===== src/rtl/mem_access_unit_if.sv =====
// Request/response channel plus RAM strobe port of the load/store initiator.
// master = the initiating unit, slave = the execute stage / RAM side.
interface mem_access_unit_if;
  logic        reqValid;
  logic        reqReady;
  logic        reqWrite;
  logic [31:0] reqBase;
  logic [15:0] reqOffset;
  logic [31:0] reqWData;
  logic        rspValid;
  logic        rspReady;
  logic [31:0] rspData;
  logic        rspError;
  logic        memRead;
  logic        memWrite;
  logic [31:0] memAddr;
  logic [31:0] memWData;
  logic [31:0] memRData;

  modport master (
    input  reqValid, reqWrite, reqBase, reqOffset, reqWData, rspReady, memRData,
    output reqReady, rspValid, rspData, rspError, memRead, memWrite, memAddr, memWData
  );

  modport slave (
    output reqValid, reqWrite, reqBase, reqOffset, reqWData, rspReady, memRData,
    input  reqReady, rspValid, rspData, rspError, memRead, memWrite, memAddr, memWData
  );
endinterface


===== src/rtl/mem_access_unit.sv =====
// Word load/store initiator: forms/checks the effective address, strobes the RAM,
// waits READ_LATENCY for loads and returns one response per request.
module mem_access_unit #(
  parameter int MEM_WORDS    = 256,
  parameter int READ_LATENCY = 1
) (
  input logic               clk,
  input logic               rst_n,
  mem_access_unit_if.master bus
);

  typedef enum logic [1:0] {IDLE, READ, WRITE, RESP} state_t;

  localparam logic [3:0] CNT_LAST = 4'(READ_LATENCY - 1);

  state_t      r_state;
  logic        r_req_ready;
  logic        r_rsp_valid;
  logic [31:0] r_rsp_data;
  logic        r_rsp_error;
  logic        r_mem_read;
  logic        r_mem_write;
  logic [31:0] r_mem_addr;
  logic [31:0] r_mem_wdata;
  logic [3:0]  r_cnt;

  logic [31:0] w_ea;
  logic        w_err;

  // Address arithmetic wraps mod 2^32; only alignment and range flag an error.
  assign w_ea  = bus.reqBase + {{16{bus.reqOffset[15]}}, bus.reqOffset};
  assign w_err = (w_ea[1:0] != 2'b00) || ({2'b00, w_ea[31:2]} >= 32'(MEM_WORDS));

  always_ff @(posedge clk or negedge rst_n) begin
    if (!rst_n) begin
      r_state     <= IDLE;
      r_req_ready <= 1'b0;
      r_rsp_valid <= 1'b0;
      r_rsp_data  <= '0;
      r_rsp_error <= 1'b0;
      r_mem_read  <= 1'b0;
      r_mem_write <= 1'b0;
      r_mem_addr  <= '0;
      r_mem_wdata <= '0;
      r_cnt       <= '0;
    end else begin
      case (r_state)
        IDLE: begin
          // reqReady comes up one edge after reset release, then stays up in IDLE.
          if (!r_req_ready) begin
            r_req_ready <= 1'b1;
          end else if (bus.reqValid) begin
            r_req_ready <= 1'b0;
            r_mem_addr  <= {2'b00, w_ea[31:2]};
            r_mem_wdata <= bus.reqWData;
            if (w_err) begin
              r_state     <= RESP;
              r_rsp_valid <= 1'b1;
              r_rsp_error <= 1'b1;
              r_rsp_data  <= '0;
            end else if (bus.reqWrite) begin
              r_state     <= WRITE;
              r_mem_write <= 1'b1;
            end else begin
              r_state    <= READ;
              r_mem_read <= 1'b1;
              r_cnt      <= '0;
            end
          end
        end
        WRITE: begin
          r_mem_write <= 1'b0;
          r_rsp_valid <= 1'b1;
          r_rsp_error <= 1'b0;
          r_rsp_data  <= '0;
          r_state     <= RESP;
        end
        READ: begin
          r_cnt <= r_cnt + 4'd1;
          if (r_cnt == CNT_LAST) begin
            r_mem_read  <= 1'b0;
            r_rsp_data  <= bus.memRData;
            r_rsp_error <= 1'b0;
            r_rsp_valid <= 1'b1;
            r_state     <= RESP;
          end
        end
        RESP: begin
          if (bus.rspReady) begin
            r_rsp_valid <= 1'b0;
            r_req_ready <= 1'b1;
            r_state     <= IDLE;
          end
        end
        default: r_state <= IDLE;
      endcase
    end
  end

  assign bus.reqReady = r_req_ready;
  assign bus.rspValid = r_rsp_valid;
  assign bus.rspData  = r_rsp_data;
  assign bus.rspError = r_rsp_error;
  assign bus.memRead  = r_mem_read;
  assign bus.memWrite = r_mem_write;
  assign bus.memAddr  = r_mem_addr;
  assign bus.memWData = r_mem_wdata;

endmodule


===== src/flat_wrapper.sv =====
// flat-port wrapper written by rule: the top's interface ports become plain ports
module mem_access_unit_flat 
#(
  parameter int MEM_WORDS    = 256,
  parameter int READ_LATENCY = 1
)
  (clk, rst_n, bus_reqValid, bus_reqWrite, bus_reqBase, bus_reqOffset, bus_reqWData, bus_rspReady, bus_memRData, bus_reqReady, bus_rspValid, bus_rspData, bus_rspError, bus_memRead, bus_memWrite, bus_memAddr, bus_memWData);
  mem_access_unit_if bus_i ();
  input logic clk;
  input logic rst_n;
  input wire logic [$bits(bus_i.reqValid)-1:0] bus_reqValid;
  input wire logic [$bits(bus_i.reqWrite)-1:0] bus_reqWrite;
  input wire logic [$bits(bus_i.reqBase)-1:0] bus_reqBase;
  input wire logic [$bits(bus_i.reqOffset)-1:0] bus_reqOffset;
  input wire logic [$bits(bus_i.reqWData)-1:0] bus_reqWData;
  input wire logic [$bits(bus_i.rspReady)-1:0] bus_rspReady;
  input wire logic [$bits(bus_i.memRData)-1:0] bus_memRData;
  output wire logic [$bits(bus_i.reqReady)-1:0] bus_reqReady;
  output wire logic [$bits(bus_i.rspValid)-1:0] bus_rspValid;
  output wire logic [$bits(bus_i.rspData)-1:0] bus_rspData;
  output wire logic [$bits(bus_i.rspError)-1:0] bus_rspError;
  output wire logic [$bits(bus_i.memRead)-1:0] bus_memRead;
  output wire logic [$bits(bus_i.memWrite)-1:0] bus_memWrite;
  output wire logic [$bits(bus_i.memAddr)-1:0] bus_memAddr;
  output wire logic [$bits(bus_i.memWData)-1:0] bus_memWData;
  assign bus_i.reqValid = bus_reqValid;
  assign bus_i.reqWrite = bus_reqWrite;
  assign bus_i.reqBase = bus_reqBase;
  assign bus_i.reqOffset = bus_reqOffset;
  assign bus_i.reqWData = bus_reqWData;
  assign bus_i.rspReady = bus_rspReady;
  assign bus_i.memRData = bus_memRData;
  assign bus_reqReady = bus_i.reqReady;
  assign bus_rspValid = bus_i.rspValid;
  assign bus_rspData = bus_i.rspData;
  assign bus_rspError = bus_i.rspError;
  assign bus_memRead = bus_i.memRead;
  assign bus_memWrite = bus_i.memWrite;
  assign bus_memAddr = bus_i.memAddr;
  assign bus_memWData = bus_i.memWData;
  mem_access_unit #(.MEM_WORDS(MEM_WORDS), .READ_LATENCY(READ_LATENCY)) u_core (.clk(clk), .rst_n(rst_n), .bus(bus_i));
endmodule

===== config.mk =====
export PLATFORM = sky130hd
export DESIGN_NAME = mem_access_unit_flat
export DESIGN_NICKNAME = d
export VERILOG_FILES = /design/src/rtl/mem_access_unit_if.sv /design/src/rtl/mem_access_unit.sv /design/src/flat_wrapper.sv
export SDC_FILE = /design/constraint.sdc
export NUM_CORES = 1
export LEC_CHECK = 0
export ABC_AREA = 1
export CORE_UTILIZATION = 30
export DETAILED_ROUTE_END_ITERATION = 6
export PLACE_DENSITY = 0.64
export SLEW_MARGIN = 20
export SYNTH_ARGS = -nofsm -noshare
export SYNTH_HDL_FRONTEND = slang
export SYNTH_SLANG_ARGS = --single-unit

===== constraint.sdc =====
create_clock -name clk -period 2.71 [get_ports clk]
set_input_delay 0.6775 -clock clk [delete_from_list [all_inputs] [get_ports clk]]
set_output_delay 0.6775 -clock clk [all_outputs]
set_load 0.05 [all_outputs]

==> Word-level counts from Yosys, hierarchy flattened <==
Cells that the tools add are included.
W data, S select, Z words.
{ "word_totals": {"out_inout_bits": 101, "register_bits": 105, "in_bits": 117, "word_cells": 79} }
{ "op_classes": {"eq_ne": 11, "order_cmp": 1, "n_reduce_logical": 16, "addsub": 2, "n_mux": 39} }
{ "ops": {"columns": ["operator", "count"], "rows": [
  ["$mux W32", 4],
  ["$pmux W32 S3", 1],
  ["$add A32 B32 Y32", 1],
  ["$ge A30 B9 Y1 const B", 1],
  ["$reduce_and A5 Y1", 4],
  ["$mux W1", 17],
  ["$mux W4", 4],
  ["$mux W2", 6],
  ["$ne A2 B2 Y1 const B", 5],
  ["$pmux W2 S4", 1],
  ["$pmux W4 S2", 1],
  ["$reduce_bool A2 Y1", 4],
  ["$ne A2 B1 Y1 const B", 3],
  ["$pmux W1 S2", 3],
  ["$reduce_and A6 Y1", 1],
  ["$add A4 B1 Y4 const B", 1],
  ["$eq A2 B2 Y1 const B", 2],
  ["$logic_not A4 Y1", 1],
  ["$pmux W1 S4", 1],
  ["$reduce_and A4 Y1", 1],
  ["$pmux W1 S3", 1],
  ["$reduce_and A3 Y1", 1],
  ["$reduce_bool A3 Y1", 1],
  ["$eq A2 B1 Y1 const B", 1],
  ["3 further kinds", 3]
]} }

==> Logic depth before layout (Yosys ltp) <==
Gate-level depths: netlist (run 1).
{ "depth": {"word_depth": 7, "depth_mapped": 22} }

==> Worst setup path before layout (run 1) <==
Ideal clock, no wire load.
{ "synth_timing": {"kind": "input to register", "from": "input port bus_reqOffset[0]", "to": "register u_core.r_rsp_data[19] (netlist: u_core.bus.rspData[19])", "n_path_buf": 2, "slack_ns": -0.079, "arrival_ns": 2.712, "t_required_ns": 2.633, "path_stages": 20, "path_cell_list": "ha_1 > inv_1 > fa_1 > nor2_1 > o21ai_0 > nand2_2 > nand2_1 > nand2_1 > nand2_1 > nand2_1 > nand2_1 > nand2_1 > nand3_1 > nor2_2 > nand3_2 > nand3_2 > buf_6 > buf_6 > nand2_1 > o21ai_1"} }
{ "synth_between": {"elab_chain_len": 5, "elab_cells_between_ends": 6} }
{ "synth_rtl": {"columns": ["item", "line", "text"], "rows": [
  ["start, declared", "flat_wrapper.sv:14", "input wire logic [$bits(bus_i.reqOffset)-1:0] bus_reqOffset;"],
  ["$add A32 B32 Y32 *", "mem_access_unit.sv:31", "assign w_ea = bus.reqBase + {{16{bus.reqOffset[15]}}, bus.reqOffset};"],
  ["$ge A30 B9 Y1 / $reduce_bool A2 Y1 (equally long branches)", "mem_access_unit.sv:32", "assign w_err = (w_ea[1:0] != 2'b00) || ({2'b00, w_ea[31:2]} >= 32'(MEM_WORDS));"],
  ["$logic_or A1 B1 Y1 *", "mem_access_unit.sv:32", null],
  ["$ne A2 B1 Y1 (no source line) *", null, null],
  ["$reduce_and A5 Y1 (no source line) *", null, null],
  ["end signal, assigned", "mem_access_unit.sv:82", "r_rsp_data <= bus.memRData;"],
  ["end, declared", "mem_access_unit.sv:19", "logic [31:0] r_rsp_data;"]
]} }
Mark *: on every way between the ends. The rest lies on a longest branch, timed or not.
A chain may end at the register's enable or synchronous reset.

==> Worst setup path in the final report (run 1) <==
{ "layout_timing": {"from": "input port bus_reqBase[3]", "to": "register u_core.r_rsp_data[2] (netlist: u_core.bus.rspData[2])"} }
{ "layout_between": {"elab_chain_len": 5} }
{ "layout_rtl": {"columns": ["item", "line", "text"], "rows": [
  ["start, declared", "flat_wrapper.sv:13", "input wire logic [$bits(bus_i.reqBase)-1:0] bus_reqBase;"],
  ["$add A32 B32 Y32", "mem_access_unit.sv:31", null],
  ["$ge A30 B9 Y1", "mem_access_unit.sv:32", null],
  ["$logic_or A1 B1 Y1", "mem_access_unit.sv:32", null],
  ["$ne A2 B1 Y1 (no source line)", null, null],
  ["$reduce_and A5 Y1 (no source line)", null, null]
]} }
No other way between the ends.

==> flow_summary.ini, run 1 <==
[drt]
antenna_left = 0
routedWlPerCell_um = 14.9
num_vias = 7779
vias_per_cell = 4.64
first_iter_violations = 444
wl_um = 25000
drc = 20
drtPass1Iterations = 7

[timing]
worst_slack_ns = -0.286
post-route-period-util_pct = 111
worst_slew_pin_slew_ns = 0.594
finClkSkew_ns = 0.0105
max_freq_ghz = 0.334
slew_headroom_pct = 60.3
post-route-min-period_ns = 3.00
holdWs_ns = 0.301
rsz0062_at_grt = yes
final-setup-viol-count = 44
finalSetupTns_ns = -9.94
drv_slew = 0
hold_viol_final = 0

[die]
start_util_pct = 30.9
die_w_um = 153
rows = 54
design.core.area_mm2 = 0.0220
die_area_mm2 = 0.0233
die_h_um = 153
io-pin-count = 218

[cells_and_area]
nFillCells = 1943
num_antenna_cells = 0
fin_util_pct = 56.0
drive_gt1_share_pct = 32.1
final_cell_area_mm2 = 0.0123
instances_no_fill = 1676
mostFrequentLayoutCells = 371 x nand2_1, 169 x clkdlybuf4s50_1, 144 x buf_4, 116 x inv_1, 105 x dfrtp_1
syn_to_final_growth_pct = 81.5
fin_nets = 1546
final_common_cell = nand2_1

[synth]
synth_edf_count = 0
ys.flop_type = dfrtp_1
syn_inst = 1012
ys_ff_latch = 105
synth_area_per_cell_um2 = 6.72
seq_area_frac_synth_pct = 38.7
syn-cell-area_mm2 = 0.00680
yosys_warnings = 0
yosysUniqueCellTypes = 34
ys_async_sr_fraction_pct = 100

[global_route]
grt_max_degree = 53
antenna_found_initial = 0
grt_pass1_wl_um = 40000
overflow = 0
grt_usage_pct = 21.6
grt_pass1_vias = 7786

[clock_tree]
cts_buffer_depth = 2
clockRootBuffer = clkbuf_16
hold_buffers = 0
path_clk_slew_ns = 0.07
clkSinkCount = 105
clock_latency_ns = 0.36
cts_made_buffers = 9
cts_max_level = 3
cts_tree = yes

[setup_path]
cp_slowest_cell = ha_4
critical_path_class = input port to register
crit_top_cell = nand2_2
crit_chain = dlygate4sd2_1 -> ha_4 -> nand2_2 -> nor2_4 -> nand3_2 -> nand2_4 -> nand2_2 -> nand2_2 -> nand2_2 -> nand3_2 -> nand2_2 -> nor2_2 -> nand2_2 -> nor2_4 -> nand3_2 -> nand3_4 -> buf_12 -> buf_12 -> buf_8 -> buf_16 -> nand2_1 -> o21ai_1
cp.required_ns = 2.99
cp.arrival_ns = 3.28
endpoint_kind = register
startpoint_type = input port
slowest_delay_ns = 0.32
cp_max_fo = 9

[power]
power_frac_comb_pct = 65.8
switching_power_mw = 5.55
leakagePower_nw = 6.04
pwr-share-seq_pct = 21.6
clkPwrFrac_pct = 12.6
total_power_mw = 11.8
cellPowerDensity_mw_per_mm2 = 955
p_int_mw = 6.22
peakVddDrop_mv = 0.512
swShare_pct = 47.2

[hold_path]
hold_path.class = input port to asynchronous set/reset pin

[run]
cap_violations = 0

[placement]
placed_area_mm2 = 0.00996
numPortBuffers = 215
post-place-ws_ns = -1.18
gp_congestion = 0.885
place_inst = 1580
dp.final_hpwl_um = 17100

[outcome]
status = complete, but fails checks
violations = design-rule violations, negative setup slack
-- final timing paths --
path                               startpoint                      to  slack, ns  cells past startpoint
setup / recovery               bus_reqBase[3]   u_core.bus.rspData[2]      -0.29                     22
hold / removal                          rst_n  u_core.bus.rspData[31]       0.30                      1
setup reg to reg            u_core.r_state[0]   u_core.bus.rspData[2]       0.18                     14
hold reg to reg            u_core.bus.memRead      u_core.bus.memRead       0.47                      2
max in group asynchronous               rst_n  u_core.bus.rspData[25]       1.64                      2
min in group clk           u_core.bus.memRead      u_core.bus.memRead       0.47                      2
-- timing repair --
item / CTS / global route
resized for setup: 290 / 95
endpoints found under the setup margin: 42 / 45
pin swaps: 75 / 57
hold endpoints to repair: 0 / 0
buffers inserted: 63 / 12
cloned: 8 / 0
-- final cells by class --
cell class	count	area (um2)	share of cell area [%]
inverters	128	480	3.90
repair buffers	393	3800	30.8
flip-flops and latches	105	2630	21.3
multi-input cells	754	4730	38.4
clock buffers	9	225	1.83
clock inverters	7	113	0.913
well taps	280	350	2.84
-- cell usage after synthesis (2+ instances only) --
| master | n | area [um2] |
|---|---|---|
| inv_1 | 126 | 473 |
| o21ai_0 | 38 | 190 |
| dfrtp_1 | 105 | 2630 |
| o21ai_1 | 30 | 150 |
| or2_2 | 2 | 12.5 |
| buf_6 | 4 | 45.0 |
| clkbuf_1 | 17 | 63.8 |
| buf_2 | 2 | 10.0 |
| inv_2 | 2 | 7.51 |
| xor2_1 | 2 | 17.5 |
| nor2_2 | 8 | 50.1 |
| nand3_2 | 5 | 50.1 |
| nand4_1 | 13 | 81.3 |
| buf_4 | 2 | 15.0 |
| ha_1 | 37 | 463 |
| nand2_1 | 466 | 1750 |
| and2_1 | 2 | 12.5 |
| a21oi_1 | 13 | 65.1 |
| nand3b_1 | 13 | 97.6 |
| nand3_1 | 36 | 180 |
| nand2_2 | 7 | 43.8 |
| xnor2_1 | 7 | 61.3 |
| nor3_1 | 4 | 20.0 |
| nor2_1 | 61 | 229 |
-- per-layer routing --
metal	wire, um	GRT usage, %	up-vias
li1	-	-	3896
met1	10600	26.5	3611
met2	12500	38.5	233
met3	1420	3.87	39
met4	548	6.30	0
met5	0	0	-
-- registers in the layout, indices dropped and copies added (netlist names) --
signal / count
u_core.bus.memAddr: 30
u_core.bus.memRead: 1
u_core.bus.memWData: 32
u_core.bus.memWrite: 1
u_core.bus.reqReady: 1
u_core.bus.rspData: 32
u_core.bus.rspError: 1
u_core.bus.rspValid: 1
u_core.r_cnt: 4
u_core.r_state: 2
-- critical path, delay by kind of cell --
family / cells / cell delay (ns)
buf+inv: 5 / 0.72
fa+ha+maj: 1 / 0.32
simple gates: 15 / 1.51
compound gates: 1 / 0.06
-- cells by family (layout without fill, tap and decap cells) --
| kind of cell | Yosys count | in the layout | synth area share [%] |
|---|---|---|---|
| AND/OR/NAND/NOR | 620 | 620 | 37.5 |
| buffers and inverters | 154 | 537 | 9.11 |
| AO/OA/AOI/OAI | 85 | 85 | 6.39 |
| other | 1 | 2 | 0.0552 |
| flip-flops | 105 | 105 | 38.7 |
| XOR/XNOR | 9 | 9 | 1.16 |
| adder cells (fa/ha/maj) | 38 | 38 | 7.11 |
-- power groups by stage --
stage	Clock [mW]	Combinational, mW	Sequential (mW)
global placement	0	5.68	2.53
floorplan	0	1.75	4.43
finish	1.48	7.75	2.54
detailed placement	0	5.74	2.54
global route	1.58	8.18	2.62
CTS	1.52	7.59	2.53
Note: power is estimated with default switching activity, not from simulation.
==> run 2, diff against run 1 <==
Settings changed: CAP_MARGIN set to 20.
==> results of run 2 <==
The final DEF is identical to that of run 1; final timing and power are the same.
